===== config.mk =====
export PLATFORM = sky130hd
export DESIGN_NAME = detect_collector
export DESIGN_NICKNAME = d
export VERILOG_FILES = /design/src/rtl/detect_collector_pkg.sv /design/src/rtl/detect_collector_capture.sv /design/src/rtl/detect_collector.sv
export SDC_FILE = /design/constraint.sdc
export NUM_CORES = 1
export LEC_CHECK = 0
export CORE_ASPECT_RATIO = 0.5
export CORE_UTILIZATION = 49
export CTS_BUF_LIST = sky130_fd_sc_hd__clkbuf_8
export CTS_CLUSTER_SIZE = 14
export DETAILED_ROUTE_END_ITERATION = 6
export GPL_TIMING_DRIVEN = 0
export HOLD_SLACK_MARGIN = 0.15
export PLACE_DENSITY = 0.83
export SYNTH_ARGS = -nofsm -noshare
export SYNTH_HDL_FRONTEND = slang
export SYNTH_SLANG_ARGS = --single-unit

===== constraint.sdc =====
create_clock -name clk -period 7.95 [get_ports clk]
set_input_delay 1.1925 -clock clk [delete_from_list [all_inputs] [get_ports clk]]
set_output_delay 1.1925 -clock clk [all_outputs]
set_load 0.01 [all_outputs]

===== src/rtl/detect_collector_pkg.sv =====
// detect_collector_pkg: shared types, widths and helpers for the detect collector
package detect_collector_pkg;
  localparam int NCH = 3;
  localparam int TW = 32;
  localparam int DW = 16;
  localparam logic [31:0] TIMEOUT_DEF = 32'd1000;
  typedef enum logic [1:0] {
    IDLE    = 2'd0,
    COLLECT = 2'd1,
    OUTPUT  = 2'd2
  } state_t;
  function automatic logic [DW-1:0] sat_add(input logic [DW-1:0] a, input logic [2:0] b);
    logic [DW:0] s;
    s = {1'b0, a} + {{(DW-2){1'b0}}, b};
    return s[DW] ? {DW{1'b1}} : s[DW-1:0];
  endfunction
endpackage


===== src/rtl/detect_collector_capture.sv =====
// detect_capture: per-channel time latch, captured flag and registered acknowledge
module detect_capture
  import detect_collector_pkg::*;
(
  input  logic          clk,
  input  logic          rst,
  input  logic          valid,
  input  logic          accept,
  input  logic          clr,
  input  logic [TW-1:0] time_in,
  output logic [TW-1:0] time_q,
  output logic          cap_q,
  output logic          ack_q,
  output logic          dup
);
  logic [TW-1:0] time_d;
  logic          cap_d;
  logic          ack_d;
  logic          take;
  // first accepted pulse of a window latches the time; later ones are duplicates
  always_comb begin
    take   = accept & valid & ~cap_q;
    dup    = accept & valid & cap_q;
    time_d = take ? time_in : time_q;
    cap_d  = clr ? 1'b0 : (cap_q | take);
    ack_d  = accept & valid;
  end
  // capture state registers
  always_ff @(posedge clk) begin
    if (rst) begin
      time_q <= '0;
      cap_q  <= 1'b0;
      ack_q  <= 1'b0;
    end else begin
      time_q <= time_d;
      cap_q  <= cap_d;
      ack_q  <= ack_d;
    end
  end
endmodule


===== src/rtl/detect_collector.sv =====
// detect_collector: gathers one detect time per channel and reports deltas to channel 0
module detect_collector
  import detect_collector_pkg::*;
#(
  parameter logic [31:0] TIMEOUT = TIMEOUT_DEF
) (
  input  logic          clk,
  input  logic          rst,
  input  logic          valid_0,
  input  logic          valid_1,
  input  logic          valid_2,
  input  logic [TW-1:0] time_0,
  input  logic [TW-1:0] time_1,
  input  logic [TW-1:0] time_2,
  output logic          ack_0,
  output logic          ack_1,
  output logic          ack_2,
  output logic          out_valid,
  input  logic          out_ready,
  output logic [TW-1:0] ref_time,
  output logic [TW-1:0] dt_01,
  output logic [TW-1:0] dt_02,
  output logic          timeout_err,
  output logic [DW-1:0] drop_cnt
);
  state_t          state_q, state_d;
  logic [31:0]     cnt_q, cnt_d;
  logic            timeout_err_q, timeout_err_d;
  logic [DW-1:0]   drop_cnt_q, drop_cnt_d;
  logic [TW-1:0]   ref_q, ref_d, dt01_q, dt01_d, dt02_q, dt02_d;
  logic [NCH-1:0]  valid, cap, ack, dup;
  logic [TW-1:0]   tin [NCH];
  logic [TW-1:0]   tq [NCH];
  logic            accept, all_cap, expire, clr, load;
  logic [2:0]      incr;
  assign valid = {valid_2, valid_1, valid_0};
  assign tin[0] = time_0;
  assign tin[1] = time_1;
  assign tin[2] = time_2;
  for (genvar i = 0; i < NCH; i++) begin : g_ch
    detect_capture u_cap (
      .clk     (clk),
      .rst     (rst),
      .valid   (valid[i]),
      .accept  (accept),
      .clr     (clr),
      .time_in (tin[i]),
      .time_q  (tq[i]),
      .cap_q   (cap[i]),
      .ack_q   (ack[i]),
      .dup     (dup[i])
    );
  end
  // state register
  always_ff @(posedge clk) begin
    if (rst) state_q <= IDLE;
    else state_q <= state_d;
  end
  // next-state: completion wins over window expiry in the same cycle
  always_comb begin
    all_cap = &cap;
    state_d = state_q;
    case (state_q)
      IDLE:    state_d = |valid ? COLLECT : IDLE;
      COLLECT: state_d = all_cap ? OUTPUT : (cnt_q == TIMEOUT - 32'd1) ? IDLE : COLLECT;
      OUTPUT:  state_d = out_ready ? IDLE : OUTPUT;
      default: state_d = IDLE;
    endcase
  end
  // outputs, counters and result staging
  always_comb begin
    accept        = (state_q == IDLE) | (state_q == COLLECT);
    expire        = (state_q == COLLECT) & ~all_cap & (cnt_q == TIMEOUT - 32'd1);
    clr           = expire | ((state_q == OUTPUT) & out_ready);
    load          = (state_q == COLLECT) & all_cap;
    out_valid     = state_q == OUTPUT;
    cnt_d         = (state_q == COLLECT) ? cnt_q + 32'd1 : (state_q == IDLE) ? 32'd0 : cnt_q;
    timeout_err_d = expire;
    incr          = {2'b0, dup[0]} + {2'b0, dup[1]} + {2'b0, dup[2]} + {2'b0, expire}
                  + (out_valid ? {2'b0, valid[0]} + {2'b0, valid[1]} + {2'b0, valid[2]} : 3'd0);
    drop_cnt_d    = sat_add(drop_cnt_q, incr);
    ref_d         = load ? tq[0] : ref_q;
    dt01_d        = load ? tq[1] - tq[0] : dt01_q;
    dt02_d        = load ? tq[2] - tq[0] : dt02_q;
  end
  // datapath registers
  always_ff @(posedge clk) begin
    if (rst) begin
      cnt_q         <= '0;
      timeout_err_q <= 1'b0;
      drop_cnt_q    <= '0;
      ref_q         <= '0;
      dt01_q        <= '0;
      dt02_q        <= '0;
    end else begin
      cnt_q         <= cnt_d;
      timeout_err_q <= timeout_err_d;
      drop_cnt_q    <= drop_cnt_d;
      ref_q         <= ref_d;
      dt01_q        <= dt01_d;
      dt02_q        <= dt02_d;
    end
  end
  assign ack_0       = ack[0];
  assign ack_1       = ack[1];
  assign ack_2       = ack[2];
  assign ref_time    = ref_q;
  assign dt_01       = dt01_q;
  assign dt_02       = dt02_q;
  assign timeout_err = timeout_err_q;
  assign drop_cnt    = drop_cnt_q;
endmodule


## Yosys cells after proc, flatten, opt, wreduce, memory -nomap -nowiden

Cells that the tools add are included.

- Flip-flop bits (word level): 249
- Bits in latches: 0
- RAM bits: 0
- ROM bits: 0
- Input bits: 102
- Output and inout port bits: 117
- Memories: 0

- $add $sub $neg: 10
- Multiply operators: 0
- Divide/modulo/power cells: 0
- $lt $le $gt $ge: 0
- Equal/unequal tests: 3
- Shift operators: 0
- Mux-type cells: 9
- Bitwise operators: 22
- Reduce and logical (&&, ||, !) cells: 5

Operator list:

| kind | count |
|---|---|
| $mux 32 | 2 |
| $sub 32x32->32 | 2 |
| $add 32x1->32 const B | 1 |
| $eq 32x10->1 const B | 1 |
| $add 16x3->17 | 1 |
| $mux 16 | 1 |
| $and 1x1->1 | 13 |
| $add 2x1->3 | 2 |
| $pmux 2 s3 | 1 |
| $or 1x1->1 | 5 |
| $add 1x1->2 | 2 |
| $mux 2 | 2 |
| $not 1->1 | 4 |
| $add 3x1->3 | 1 |
| $add 3x3->3 | 1 |
| $mux 3 | 1 |
| $reduce_and 3->1 | 1 |
| $reduce_or 3->1 | 1 |
| $eq 2x1->1 const B | 1 |
| $eq 2x2->1 const B | 1 |
| $logic_not 2->1 | 1 |
| $mux 1 | 2 |
| $reduce_bool 2->1 | 1 |
| $reduce_or 2->1 | 1 |

## Depth between registers and ports, before layout

Gate-level depths: netlist (run 1).

- Word-level depth: 10
- Depth in mapped cells: 17
- Gate-level depth less buffers: 17

## By module

From an unflattened synthesis (run 1), not the netlist that was laid out.

- Cells, all modules: 1632
- Area, all modules: 13815.8 um^2

Modules (own cells, without submodules):

| module | times used | cells each | area each (um^2) | seq. area each (um^2) |
|---|---|---|---|---|
| detect_collector | 1 | 1191 | 9213.8 | 2942.8 |
| detect_capture | 3 | 147 | 1534.0 | 680.7 |

## Worst setup path after synthesis (run 1)

Ideal clock, no wire load.

- Kind: input port to flip-flop
- Start: input valid_0
- End: register drop_cnt_q[2], in the netlist drop_cnt[2]
- Setup time: 70 ps
- Arrival: 4901 ps
- Data required time: 7880 ps
- Setup slack: 2978 ps
- Cell stages on the path: 13
- Cell sequence: fa_1 and2_1 fa_1 fa_1 inv_1 fa_1 fa_1 nor2b_1 o21a_1 nand4_1 or3_1 clkbuf_1 a21oi_1

- Cells in the longest elaborated chain, start to end: 8
- Elaborated cells on any way between the ends: 11
- Classes of those cells: add/sub (7); mux (2); bitwise (2)

Ends and longest elaborated chain:

| what | line | text |
|---|---|---|
| from (decl) | detect_collector.sv:9 | `input logic valid_0,` |
| $and 1x1->1 (2 in a row) | detect_collector_capture.sv:23 | `dup = accept & valid & cap_q;` |
| $add 1x1->2 | detect_collector.sv:79 | `incr = {2'b0, dup[0]} + {2'b0, dup[1]} + {2'b0, dup[2]} + {2'b0, expire}` |
| $add 2x1->3 | detect_collector.sv:79 |  |
| $add 3x1->3 | detect_collector.sv:79 |  |
| $add 3x3->3 (*) | detect_collector.sv:80 | `+ (out_valid ? {2'b0, valid[0]} + {2'b0, valid[1]} + {2'b0, valid[2]} : 3'd0);` |
| $add 16x3->17 (*) | detect_collector_pkg.sv:14 | `s = {1'b0, a} + {{(DW-2){1'b0}}, b};` |
| $mux 16 (*) | detect_collector_pkg.sv:15 | `return s[DW] ? {DW{1'b1}} : s[DW-1:0];` |
| to (signal assigned) | detect_collector.sv:98 | `drop_cnt_q <= drop_cnt_d;` |
| to (decl) | detect_collector.sv:29 | `logic [DW-1:0] drop_cnt_q, drop_cnt_d;` |

Every way passes the cells marked *; elsewhere a longest branch is shown, timed or not.
A chain may end at the register's enable or synchronous reset.

## Worst setup path in the final report (run 1)

- Start: input valid_1
- End: register drop_cnt_q[3], in the netlist drop_cnt[3]

- Cells in the longest elaborated chain, start to end: 8
- Elaborated cells on any way between the ends: 11
- Classes of those cells: add/sub (7); mux (2); bitwise (2)

Ends and longest elaborated chain:

| what | line | text |
|---|---|---|
| from (decl) | detect_collector.sv:10 | `input logic valid_1,` |
| $and 1x1->1 (2 in a row) | detect_collector_capture.sv:23 |  |
| $add 1x1->2 | detect_collector.sv:79 |  |
| $add 2x1->3 | detect_collector.sv:79 |  |
| $add 3x1->3 | detect_collector.sv:79 |  |
| $add 3x3->3 (*) | detect_collector.sv:80 |  |
| $add 16x3->17 (*) | detect_collector_pkg.sv:14 |  |
| $mux 16 (*) | detect_collector_pkg.sv:15 |  |

Marks and branches as above.

==> impl_summary.log, run 1 <==
[metrics] outcome: finished, final reports clean
[metrics] first-pass GRT wire length: 64.2 mm
[metrics] share of layout cells above drive strength 1: 4.28%
[metrics] CORE AREA: 25600 um^2
[metrics] count of buffers added by post-CTS timing repair for setup: 0
[metrics] Boundary Pins: 219
[metrics] sum of routed wire length over all layers: 42.1 mm
[metrics] number of synthesized register bits: 249
[metrics] maximum fanout along the worst path: 10
[metrics] largest clock skew in the final design: 37.7 ps
[metrics] DIE AREA: 27200 um^2
[metrics] clock network power share: 35.0%
[metrics] Chip Height: 117 um
[metrics] routed wl met3: 4.43 mm
[metrics] worst path arrival time: 5870 ps
[metrics] total standard cell area after synthesis: 13000 um^2
[metrics] Critical Path Start Type: input pin
[metrics] post-synth top area cell: sky130_fd_sc_hd__dfxtp_1
[metrics] Slew Viols, Final: 0
[metrics] synthesized instance count: 1680
[metrics] total clock buffers created by CTS: 38
[metrics] Max clock buf depth: 3
[metrics] Synthesis Warnings: 0
[metrics] Syn Nets: 1855
[metrics] Worst Reg2Reg Path Length in Cells: 15
[metrics] destination of the worst register-to-register timing path: drop_cnt[3]$_SDFF_PP0_
[metrics] detailed-route wire length on metal 1: 18.7 mm
[metrics] count of input and output buffers: 217
[metrics] Cell Pwr Density: 193 nW/um^2
[metrics] layout overhead on the synthesized area: 25.9%
[metrics] Initial Util: 50.7%
[metrics] synth cell count leaders: 380 x sky130_fd_sc_hd__nand2_1, 249 x sky130_fd_sc_hd__dfxtp_1, 245 x sky130_fd_sc_hd__a21oi_1
[metrics] number of endpoints failing setup at the final stage: 0
[metrics] H-tree depth reported by CTS: 2
[metrics] wire length per cell: 18.2 um
[metrics] share of the synthesized area in the top cell type: 38.4%
[metrics] synthesized area divided by synthesized cell count: 7.72 um^2
[metrics] switching power as a share of total power: 31.8%
[metrics] via count of the first global-routing pass: 11949
[metrics] launch instance of the worst register-to-register path: cnt_q[5]$_SDFFE_PP0N_
[metrics] design internal power: 2.14 mW
[metrics] period utilisation layout: 68.2%
[metrics] leakage power: 6.23 nW
[metrics] fmax: 185 MHz
[metrics] clock edge transition at the registers on the reported setup and hold paths: 60 ps
[metrics] number of cells upsized or downsized after cts: 0
[metrics] via count: 13041
[metrics] total track usage: 30.6%
[metrics] largest cells by area after synthesis: sky130_fd_sc_hd__dfxtp_1 38%, sky130_fd_sc_hd__nand2_1 11%, sky130_fd_sc_hd__a21oi_1 9.5%
[metrics] Final Net Count: 2112
[metrics] Worst Setup Path Type: in -> reg
[metrics] uppermost signal routing layer after detailed routing: met4
[metrics] portion of total power attributed to sequential cells: 41.8%
[metrics] peak ir drop on the vdd network: 0.102 mV
[metrics] actual transition at the worst max-transition pin: 988 ps
[metrics] share of synthesized area occupied by flip-flops and latches: 38.4%
[metrics] combinational fraction of design power: 23.2%
[metrics] count of hold buffers inserted by post-cts repair: 0
[metrics] Clock Sinks: 249
[metrics] Required @ worst endpoint: 8400 ps
[metrics] Relative slew margins: 34.1%
[metrics] aggregate negative setup slack: 0 ps
[metrics] number of DRC markers in iteration 0: 1240
[metrics] Pre-antenna DRT Iters: 6
[metrics] hold violation total from the final report: 0
[metrics] vias per std cell: 5.66
[metrics] Met2 Wirelength: 17.8 mm
[metrics] Inserted Diodes: 0
[metrics] post-DP HPWL: 32.1 mm
[metrics] total congestion overflow: 0
[metrics] Hold WC Path Type: reg -> reg
[metrics] critical path launch point: valid_1
[metrics] NetSw: 1.00 mW
[metrics] latest clock arrival within the worst-skew pair: 560 ps
[metrics] largest net degree at the start of global routing: 11
[metrics] time the final worst path needs with I/O delays and setup: 5420 ps
[metrics] setup repair after global routing missed its margin: false
[metrics] worst hold slack after final layout: 452 ps
[metrics] CTS root buf: sky130_fd_sc_hd__clkbuf_8
[metrics] worst setup slack for register-to-register paths: 2760 ps
[metrics] horizontal die dimension: 232 um
[metrics] Critical path destination: drop_cnt[3]$_SDFF_PP0_
[metrics] placer's final routability congestion estimate: 0.979
[metrics] type of element capturing the critical path: flip-flop
[metrics] number of enable-type register cells in the synthesized netlist: 0
[metrics] most numerous cell in the Yosys netlist: sky130_fd_sc_hd__nand2_1
[metrics] max-cap violations: 0
[metrics] unique cell type count in the Yosys netlist: 74
[metrics] antenna violations before repair: 0
[metrics] share of synthesized registers carrying an async set or reset: 0%
[metrics] row cnt: 41
[metrics] DRC: 0
[metrics] top flip-flop cell by instance count after synthesis: sky130_fd_sc_hd__dfxtp_1
[metrics] clock tree from TritonCTS: built
[metrics] count of antenna-violating nets left after detailed routing: 0
-- power groups by stage --
stage | logic [mW] | registers, mW | clock network, mW
detailed placement | 0.706 | 1.34 | 0
floorplan | 0.488 | 1.34 | 0
global placement | 0.699 | 1.34 | 0
finish | 0.730 | 1.31 | 1.10
global route | 0.797 | 1.32 | 1.17
CTS | 0.711 | 1.31 | 1.10
-- cells by family (layout without fill, tap and decap cells) --
| group | after synthesis | in the layout | share of synthesized area [%] |
|---|---|---|---|
| muxes | 4 | 4 | 0.309 |
| buffers and inverters | 149 | 430 | 4.57 |
| and+or+nand+nor | 676 | 676 | 23.1 |
| adders and majority gates | 73 | 73 | 7.45 |
| xor gates and xnor gates | 65 | 65 | 4.39 |
| DFF | 249 | 249 | 38.4 |
| AOI/OAI and AO/OA | 464 | 464 | 21.7 |
-- per-stage QoR --
stage | cells | util (%) | total power [mW] | cell area (um^2) | setup WS [ps]
after global placement | 2241 | 60.8 | 2.04 | 15600 | 2040
after CTS | 2305 | 63.8 | 3.13 | 16300 | 2550
final | 2305 | 63.8 | 3.14 | 16300 | 2530
after global routing | 2305 | 63.8 | 3.29 | 16300 | 2290
after detailed placement | 2241 | 60.8 | 2.05 | 15600 | 2010
after floorplan | 1680 | - | 1.82 | 13000 | 2980
-- worst max-delay path, cell delays in order --
cell,delay [ps]
sky130_fd_sc_hd__clkdlybuf4s50_1,610
sky130_fd_sc_hd__fa_1,450
sky130_fd_sc_hd__and2_1,160
sky130_fd_sc_hd__fa_1,480
sky130_fd_sc_hd__fa_1,420
sky130_fd_sc_hd__inv_1,70
sky130_fd_sc_hd__fa_1,450
sky130_fd_sc_hd__fa_1,450
sky130_fd_sc_hd__nor2b_1,130
sky130_fd_sc_hd__o21a_1,170
sky130_fd_sc_hd__nand4_1,310
sky130_fd_sc_hd__or3_1,550
sky130_fd_sc_hd__clkbuf_1,260
sky130_fd_sc_hd__a21oi_1,170
-- cell usage in the layout (no fill, tap or decap), drive strengths merged, types with 10 or more instances in the layout --
master,count
a21o,25
nor3,29
ha,66
o21bai,10
nor2b,21
nor2,100
a21oi,249
o21a,16
clkbuf,115
dfxtp,249
clkdlybuf4s50,217
xor2,45
o211ai,13
nand4,20
and2,11
nor4,10
o21ai,67
buf,17
and3,18
nand2,380
nand3,32
or3,15
inv,70
a211oi,13
a31oi,10
xnor2,20
nand2b,20
-- area by class of cell --
cell class	instances	area (um^2)
clock buffers	47	647
repair buffers	217	2170
flip-flops and latches	249	4980
plain buffers	86	357
well taps	344	430
inverters	63	236
multi-input cells	1282	7390
fillers	2212	9270
clock inverters	17	109
-- flip-flops by register name (all words and copies together) (netlist names), 2 cells and up --
| signal | cells |
|---|---|
| g_ch.u_cap.time_q | 96 |
| cnt_q | 32 |
| dt_01 | 32 |
| dt_02 | 32 |
| ref_time | 32 |
| drop_cnt | 16 |
| g_ch.u_cap.ack_q | 3 |
| g_ch.u_cap.cap_q | 3 |
| state_q | 2 |
-- worst min-delay path by stage --
stage,from,end,cells past startpoint
6_report,dt_01[18]$_SDFFE_PP0P_,dt_01[18]$_SDFFE_PP0P_,2
5_1_grt,g_ch[1].u_cap.time_q[26]$_SDFFE_PP0P_,g_ch[1].u_cap.time_q[26]$_SDFFE_PP0P_,2
3_3_place_gp,dt_01[22]$_SDFFE_PP0P_,dt_01[22]$_SDFFE_PP0P_,2
2_1_floorplan,g_ch[1].u_cap.time_q[0]$_SDFFE_PP0P_,g_ch[1].u_cap.time_q[0]$_SDFFE_PP0P_,2
3_5_place_dp,dt_01[16]$_SDFFE_PP0P_,dt_01[16]$_SDFFE_PP0P_,2
4_1_cts,dt_01[5]$_SDFFE_PP0P_,dt_01[5]$_SDFFE_PP0P_,2
-- routing by layer --
layer / global-route usage [%] / up-vias
met4: 9.56 / 0
li1: - / 6329
met1: 42.4 / 6067
met2: 47.1 / 557
met3: 7.39 / 88
met5: 0 / -
(Power assumes the default switching activity.)
==> inputs of run 2 (changes only) <==
--- a/config.mk
+++ b/config.mk
@@ -12,7 +12,7 @@
 export DETAILED_ROUTE_END_ITERATION = 6
 export GPL_TIMING_DRIVEN = 0
 export HOLD_SLACK_MARGIN = 0.15
-export PLACE_DENSITY = 0.83
+export PLACE_DENSITY = 0.86
 export SYNTH_ARGS = -nofsm -noshare
 export SYNTH_HDL_FRONTEND = slang
 export SYNTH_SLANG_ARGS = --single-unit
==> constraint.sdc (replaced) <==
create_clock -name clk -period 4.6 [get_ports clk]
set_input_delay 0.69 -clock clk [delete_from_list [all_inputs] [get_ports clk]]
set_output_delay 0.69 -clock clk [all_outputs]
set_load 0.01 [all_outputs]
==> impl_summary.log, run 2 (synthesis results as in run 1) <==
[metrics] Required @ worst endpoint: 5080 ps (-3320 ps)
[metrics] sum of routed wire length over all layers: 42.8 mm (+1.9%)
[metrics] layout overhead on the synthesized area: 27.0%
[metrics] post-DP HPWL: 32.3 mm (+0.61%)
[metrics] count of input and output buffers: 217 (unchanged)
[metrics] Chip Height: 117 um (unchanged)
[metrics] DRC: 0 (unchanged)
[metrics] Inserted Diodes: 0 (unchanged)
[metrics] overall power of the completed layout: 5.56 mW (+77%)
[metrics] Critical path destination: drop_cnt[3]$_SDFF_PP0_
[metrics] latest clock arrival within the worst-skew pair: 590 ps (+30 ps)
[metrics] max FFs per register: 96 (unchanged)
[metrics] total clock buffers created by CTS: 37 (-2.6%)
[metrics] type of element capturing the critical path: flip-flop
[metrics] period utilisation layout: 95.9%
[metrics] placer's final routability congestion estimate: 0.989 (+0.95%)
[metrics] number of endpoints failing setup at the final stage: 0 (unchanged)
[metrics] Worst Setup Path Type: in -> reg
[metrics] count of cells along the worst hold path: 2 (unchanged)
[metrics] aggregate negative setup slack: 0 ps (unchanged)
[metrics] count of hold buffers inserted by post-cts repair: 0 (unchanged)
[metrics] clock edge transition at the registers on the reported setup and hold paths: 70 ps (about the same)
[metrics] number of DRC markers in iteration 0: 1224 (-1.3%)
[metrics] total area of multi-input combinational cells: 7440 um^2 (+0.64%)
[metrics] leading cell types in the layout, fill and taps excluded: 380 x sky130_fd_sc_hd__nand2_1, 249 x sky130_fd_sc_hd__dfxtp_1, 245 x sky130_fd_sc_hd__a21oi_1, 216 x sky130_fd_sc_hd__clkdlybuf4s50_1, 99 x sky130_fd_sc_hd__nor2_1
[metrics] most common cell after layout, fill and taps aside: sky130_fd_sc_hd__nand2_1
[metrics] max-cap violations: 0 (unchanged)
[metrics] outcome: finished, final reports clean
[metrics] Initial Util: 50.7% (unchanged)
[metrics] critical path launch point: valid_2
[metrics] horizontal die dimension: 232 um (unchanged)
[metrics] total track usage: 31.1% (+0.56 points)
[metrics] destination of the worst register-to-register timing path: drop_cnt[3]$_SDFF_PP0_
[metrics] time the final worst path needs with I/O delays and setup: 4410 ps
[metrics] Worst Reg2Reg Path Length in Cells: 15 (unchanged)
[metrics] Slew Viols, Final: 0 (unchanged)
[metrics] Relative slew margins: 34.9% (+0.84 points)
[metrics] wire length per cell: 18.5 um (+1.6%)
[metrics] area post-placement: 15600 um^2 (unchanged)
[metrics] final standard cell area without fillers: 16500 um^2 (+0.91%)
[metrics] Clock Sinks: 249 (unchanged)
[metrics] Pre-antenna DRT Iters: 6 (unchanged)
[metrics] Critical Path Start Type: input pin
[metrics] vias per std cell: 5.71 (+0.99%)
[metrics] Boundary Pins: 219 (unchanged)
[metrics] register with the most flip-flops: g_ch.u_cap.time_q
[metrics] setup repair after global routing missed its margin: false
[metrics] peak ir drop on the vdd network: 0.186 mV (+83%)
[metrics] filler cell count: 2204 (-0.36%)
[metrics] share of layout cells above drive strength 1: 4.98% (+0.70 points)
[metrics] CTS root buf: sky130_fd_sc_hd__clkbuf_8
[metrics] pre-CTS setup slack: -855 ps (-2860 ps)
[metrics] final worst slack: 190 ps (-2340 ps)
[metrics] largest clock skew in the final design: 27.2 ps (-10.5 ps)
[metrics] worst hold path startpoint: dt_02[14]$_SDFFE_PP0P_
[metrics] H-tree depth reported by CTS: 2 (unchanged)
[metrics] via count of the first global-routing pass: 11966 (+0.14%)
[metrics] worst path arrival time: 4890 ps (-980 ps)
[metrics] CORE AREA: 25600 um^2 (unchanged)
[metrics] clock tree from TritonCTS: built
[metrics] Max clock buf depth: 3 (unchanged)
[metrics] largest net degree at the start of global routing: 11 (unchanged)
[metrics] leakage power: 6.28 nW (+0.84%)
[metrics] Final Net Count: 2114 (+0.095%)
[metrics] fmax: 227 MHz
[metrics] row cnt: 41 (unchanged)
[metrics] actual transition at the worst max-transition pin: 976 ps (-12.6 ps)
[metrics] maximum fanout along the worst path: 10 (unchanged)
[metrics] total congestion overflow: 0 (unchanged)
[metrics] antenna violations before repair: 0 (unchanged)
[metrics] count of antenna-violating nets left after detailed routing: 0 (unchanged)
[metrics] worst setup slack for register-to-register paths: 200 ps (-2560 ps)
[metrics] launch instance of the worst register-to-register path: cnt_q[19]$_SDFFE_PP0N_
[metrics] first-pass GRT wire length: 65.0 mm (+1.2%)
[metrics] Cell Pwr Density: 338 nW/um^2 (+75%)
[metrics] via count: 13205 (+1.3%)
[metrics] hold violation total from the final report: 0 (unchanged)
[metrics] Register Area: 4980 um^2 (unchanged)
[metrics] Hold WC Path Type: reg -> reg
[metrics] DIE AREA: 27200 um^2 (unchanged)
==> run 2: through the flow <==
step,std cells,util (%),hold WS (ps)
global placement,2241,60.8,437
finish,2311,64.4,452
CTS,2309,64.2,454
detailed placement,2241,60.8,442
floorplan,1680,-,436
global route,2311,64.4,471
==> run 2: cell type report <==
cell class,instances,area share (%)
sequential,249,30.3
buffer,86,2.19
inverter,63,1.44
clock inverter,16,0.790
timing repair buffer,220,13.3
tap,344,2.61
clock buffer,51,4.26
multi-input combinational,1282,45.1
==> run 2: how the worst min path moves through the flow <==
stage | to | slack (ps)
2_1_floorplan | g_ch[1].u_cap.time_q[0]$_SDFFE_PP0P_ | 440
3_3_place_gp | dt_02[24]$_SDFFE_PP0P_ | 440
3_5_place_dp | dt_01[17]$_SDFFE_PP0P_ | 440
4_1_cts | dt_02[14]$_SDFFE_PP0P_ | 450
5_1_grt | ref_time[29]$_SDFFE_PP0P_ | 470
6_report | dt_02[14]$_SDFFE_PP0P_ | 450
==> run 2: power by group <==
part	switching (mW)	internal, mW	leakage, nW
sequential	0.0472	2.22	2.02
clock	0.916	1.10	0.447
combinational	0.771	0.499	3.81
==> run 2: repair_timing <==
action                                  CTS  global route
gates resized for setup                   8             4
endpoints found under the setup margin   16            16
pin swaps                                 1             6
setup buffers                             1             2
==> run 2: worst max-delay path: stages <==
cell and delay, ps:
sky130_fd_sc_hd__clkdlybuf4s50_1 600, sky130_fd_sc_hd__fa_1 450, sky130_fd_sc_hd__and2_1 170, sky130_fd_sc_hd__fa_1 490, sky130_fd_sc_hd__fa_1 420, sky130_fd_sc_hd__inv_1 70
sky130_fd_sc_hd__fa_1 450, sky130_fd_sc_hd__fa_2 390, sky130_fd_sc_hd__nor2b_1 120, sky130_fd_sc_hd__o21a_1 170, sky130_fd_sc_hd__nand4_1 130, sky130_fd_sc_hd__or3_4 390
sky130_fd_sc_hd__clkbuf_4 200, sky130_fd_sc_hd__a21oi_1 130
==> run 2: layer usage <==
layer | global-route usage (%) | share of wire, %
met1 | 42.2 | 43
met2 | 48.6 | 43
met3 | 8.24 | 11
met4 | 9.65 | 2.6
met5 | 0 | 0
==> inputs of run 3 (changes only) <==
--- a/config.mk
+++ b/config.mk
@@ -6,6 +6,7 @@
 export NUM_CORES = 1
 export LEC_CHECK = 0
 export CORE_ASPECT_RATIO = 0.5
+export CORE_MARGIN = 10
 export CORE_UTILIZATION = 49
 export CTS_BUF_LIST = sky130_fd_sc_hd__clkbuf_8
 export CTS_CLUSTER_SIZE = 14
==> impl_summary.log, run 3 (synthesis results as in run 1) <==
[metrics] total track usage: 24.8% (-6.3 points)
[metrics] fmax: 226 MHz (-0.26%)
[metrics] total congestion overflow: 0 (unchanged)
[metrics] latest clock arrival within the worst-skew pair: 570 ps (-20 ps)
[metrics] max-cap violations: 0 (unchanged)
[metrics] leakage power: 6.33 nW (+0.73%)
[metrics] Chip Height: 135 um (+15%)
[metrics] peak ir drop on the vdd network: 0.176 mV (-5.4%)
[metrics] worst path arrival time: 4890 ps (about the same)
[metrics] via count of the first global-routing pass: 12286 (+2.7%)
[metrics] Relative slew margins: 31.4% (-3.5 points)
[metrics] type of element capturing the critical path: flip-flop
[metrics] number of DRC markers in iteration 0: 1567 (+28%)
[metrics] vias per std cell: 5.72 (about the same)
[metrics] via count: 13209 (+0.030%)
[metrics] Hold WC Path Type: reg -> reg
[metrics] first-pass GRT wire length: 67.1 mm (+3.2%)
[metrics] combinational fraction of design power: 22.7% (about the same)
[metrics] Inserted Diodes: 0 (unchanged)
[metrics] Slew Viols, Final: 0 (unchanged)
[metrics] H-tree depth reported by CTS: 2 (unchanged)
[metrics] leading cell types in the layout, fill and taps excluded: 380 x sky130_fd_sc_hd__nand2_1, 249 x sky130_fd_sc_hd__dfxtp_1, 245 x sky130_fd_sc_hd__a21oi_1, 214 x sky130_fd_sc_hd__clkdlybuf4s50_1, 99 x sky130_fd_sc_hd__nor2_1
[metrics] portion of total power attributed to sequential cells: 40.4% (-0.4 points)
[metrics] clock tree from TritonCTS: built
[metrics] CTS root buf: sky130_fd_sc_hd__clkbuf_8
[metrics] period utilisation layout: 96.1% (+0.25 points)
[metrics] switching power as a share of total power: 30.7% (-0.48 points)
[metrics] count of hold buffers inserted by post-cts repair: 0 (unchanged)
[metrics] horizontal die dimension: 250 um (+7.8%)
[metrics] DRC: 0 (unchanged)
[metrics] register with the most flip-flops: g_ch.u_cap.time_q
[metrics] largest clock skew in the final design: 36.1 ps (+8.90 ps)
[metrics] share of layout cells above drive strength 1: 4.98% (about the same)
[metrics] area post-placement: 15600 um^2 (unchanged)
[metrics] aggregate negative setup slack: 0 ps (unchanged)
[metrics] Critical Path Start Type: flip-flop
[metrics] design internal power: 3.89 mW (+1.6%)
[metrics] count of input and output buffers: 217 (unchanged)
[metrics] most common cell after layout, fill and taps aside: sky130_fd_sc_hd__nand2_1
[metrics] Clock Sinks: 249 (unchanged)
[metrics] NetSw: 1.72 mW (-0.60%)
[metrics] Worst Reg2Reg Path Length in Cells: 15 (unchanged)
[metrics] count of antenna-violating nets left after detailed routing: 0 (unchanged)
[metrics] total clock buffers created by CTS: 37 (unchanged)
[metrics] Required @ worst endpoint: 5070 ps (about the same)
[metrics] max FFs per register: 96 (unchanged)
[metrics] Worst Setup Path Type: reg -> reg
[metrics] wire length per cell: 19.2 um (+3.5%)
[metrics] row cnt: 41 (unchanged)
[metrics] Max clock buf depth: 3 (unchanged)
[metrics] DIE AREA: 33800 um^2 (+24%)
[metrics] antenna violations before repair: 0 (unchanged)
[metrics] number of endpoints failing setup at the final stage: 0 (unchanged)
[metrics] Pre-antenna DRT Iters: 6 (unchanged)
[metrics] filler cell count: 2149 (-2.5%)
[metrics] post-DP HPWL: 34.1 mm (+5.6%)
[metrics] CORE AREA: 25600 um^2 (unchanged)
[metrics] largest net degree at the start of global routing: 11 (unchanged)
[metrics] hold violation total from the final report: 0 (unchanged)
[metrics] Boundary Pins: 219 (unchanged)
[metrics] placer's final routability congestion estimate: 1.00 (+1.5%)
[metrics] Final Net Count: 2113 (-0.047%)
[metrics] time the final worst path needs with I/O delays and setup: 4420 ps (+11.6 ps)
[metrics] maximum fanout along the worst path: 10 (unchanged)
[metrics] final cell utilization of the core: 64.6% (+0.22 points)
[metrics] clock edge transition at the registers on the reported setup and hold paths: 70 ps (about the same)
[metrics] final standard cell area without fillers: 16500 um^2 (+0.34%)
[metrics] layout overhead on the synthesized area: 27.5%
[metrics] worst setup slack for register-to-register paths: 180 ps (-20 ps)
[metrics] count of cells along the worst hold path: 2 (unchanged)
[metrics] actual transition at the worst max-transition pin: 1030 ps (+52.7 ps)
[metrics] Initial Util: 50.7% (unchanged)
[metrics] sum of routed wire length over all layers: 44.3 mm (+3.4%)
[metrics] outcome: finished, final reports clean
[metrics] clock network power share: 36.9% (+0.6 points)
[metrics] Cell Pwr Density: 340 nW/um^2 (+0.60%)
[run 3: what timing repair did]
| item | in CTS | in global routing |
|---|---|---|
| resized for setup | 8 | 10 |
| endpoints found under the setup margin | 16 | 16 |
| setup buffers | 1 | 1 |
| hold endpoints to repair | 0 | 0 |
| pin swaps | 2 | 4 |
[run 3: area by class of cell]
| class | instances | area [um^2] | share of cell area, % |
|---|---|---|---|
| Inverter | 63 | 236 | 1.43 |
| Tap cell | 344 | 430 | 2.60 |
| Multi-Input combinational cell | 1282 | 7460 | 45.1 |
| Clock buffer | 55 | 757 | 4.58 |
| Timing Repair Buffer | 219 | 2190 | 13.3 |
| Sequential cell | 249 | 4980 | 30.2 |
| Clock inverter | 12 | 106 | 0.643 |
| Buffer | 86 | 360 | 2.18 |
[run 3: worst paths after layout]
path / start / endpoint
min reg2reg: dt_01[23]$_SDFFE_PP0P_ / dt_01[23]$_SDFFE_PP0P_
max reg2reg: cnt_q[19]$_SDFFE_PP0N_ / drop_cnt[13]$_SDFF_PP0_
max: cnt_q[19]$_SDFFE_PP0N_ / drop_cnt[13]$_SDFF_PP0_
min: dt_01[23]$_SDFFE_PP0P_ / dt_01[23]$_SDFFE_PP0P_
[run 3: worst max-delay path, cell delays in order (launching register included)]
cell,delay (ps)
sky130_fd_sc_hd__dfxtp_1,350
sky130_fd_sc_hd__nor4_1,290
sky130_fd_sc_hd__nand3_1,190
sky130_fd_sc_hd__nor4_4,310
sky130_fd_sc_hd__nor2b_4,240
sky130_fd_sc_hd__fa_1,430
sky130_fd_sc_hd__fa_1,420
sky130_fd_sc_hd__inv_1,70
sky130_fd_sc_hd__fa_1,450
sky130_fd_sc_hd__fa_2,390
sky130_fd_sc_hd__nor2b_1,120
sky130_fd_sc_hd__o21a_1,190
sky130_fd_sc_hd__nand4_1,140
sky130_fd_sc_hd__or3_4,390
sky130_fd_sc_hd__clkbuf_4,200
sky130_fd_sc_hd__a21oi_1,150
[run 3: per-layer routing]
layer / share of wire, % / GRT usage (%) / wire length, um
met1: 42 / 31.6 / 18500
met2: 45 / 40.6 / 20100
met4: 3.4 / 9.95 / 1500
met3: 9.4 / 5.19 / 4160
met5: 0 / 0 / 0
[run 3: power by group through the flow]
stage,Sequential [mW],Combinational (mW),Clock (mW)
after global placement,2.31,1.21,0
after global routing,2.27,1.39,2.17
final,2.27,1.27,2.07
after floorplan,2.31,0.844,0
after detailed placement,2.32,1.23,0
after CTS,2.27,1.24,2.08
[run 3: per-stage QoR]
step	cells	power [mW]	setup WS (ps)	hold slack, ps
after global routing	2310	5.84	-29.5	472
after CTS	2309	5.59	9.33	453
after global placement	2241	3.52	-791	435
after detailed placement	2241	3.54	-827	442
final	2310	5.61	178	450
after floorplan	1680	3.15	131	436
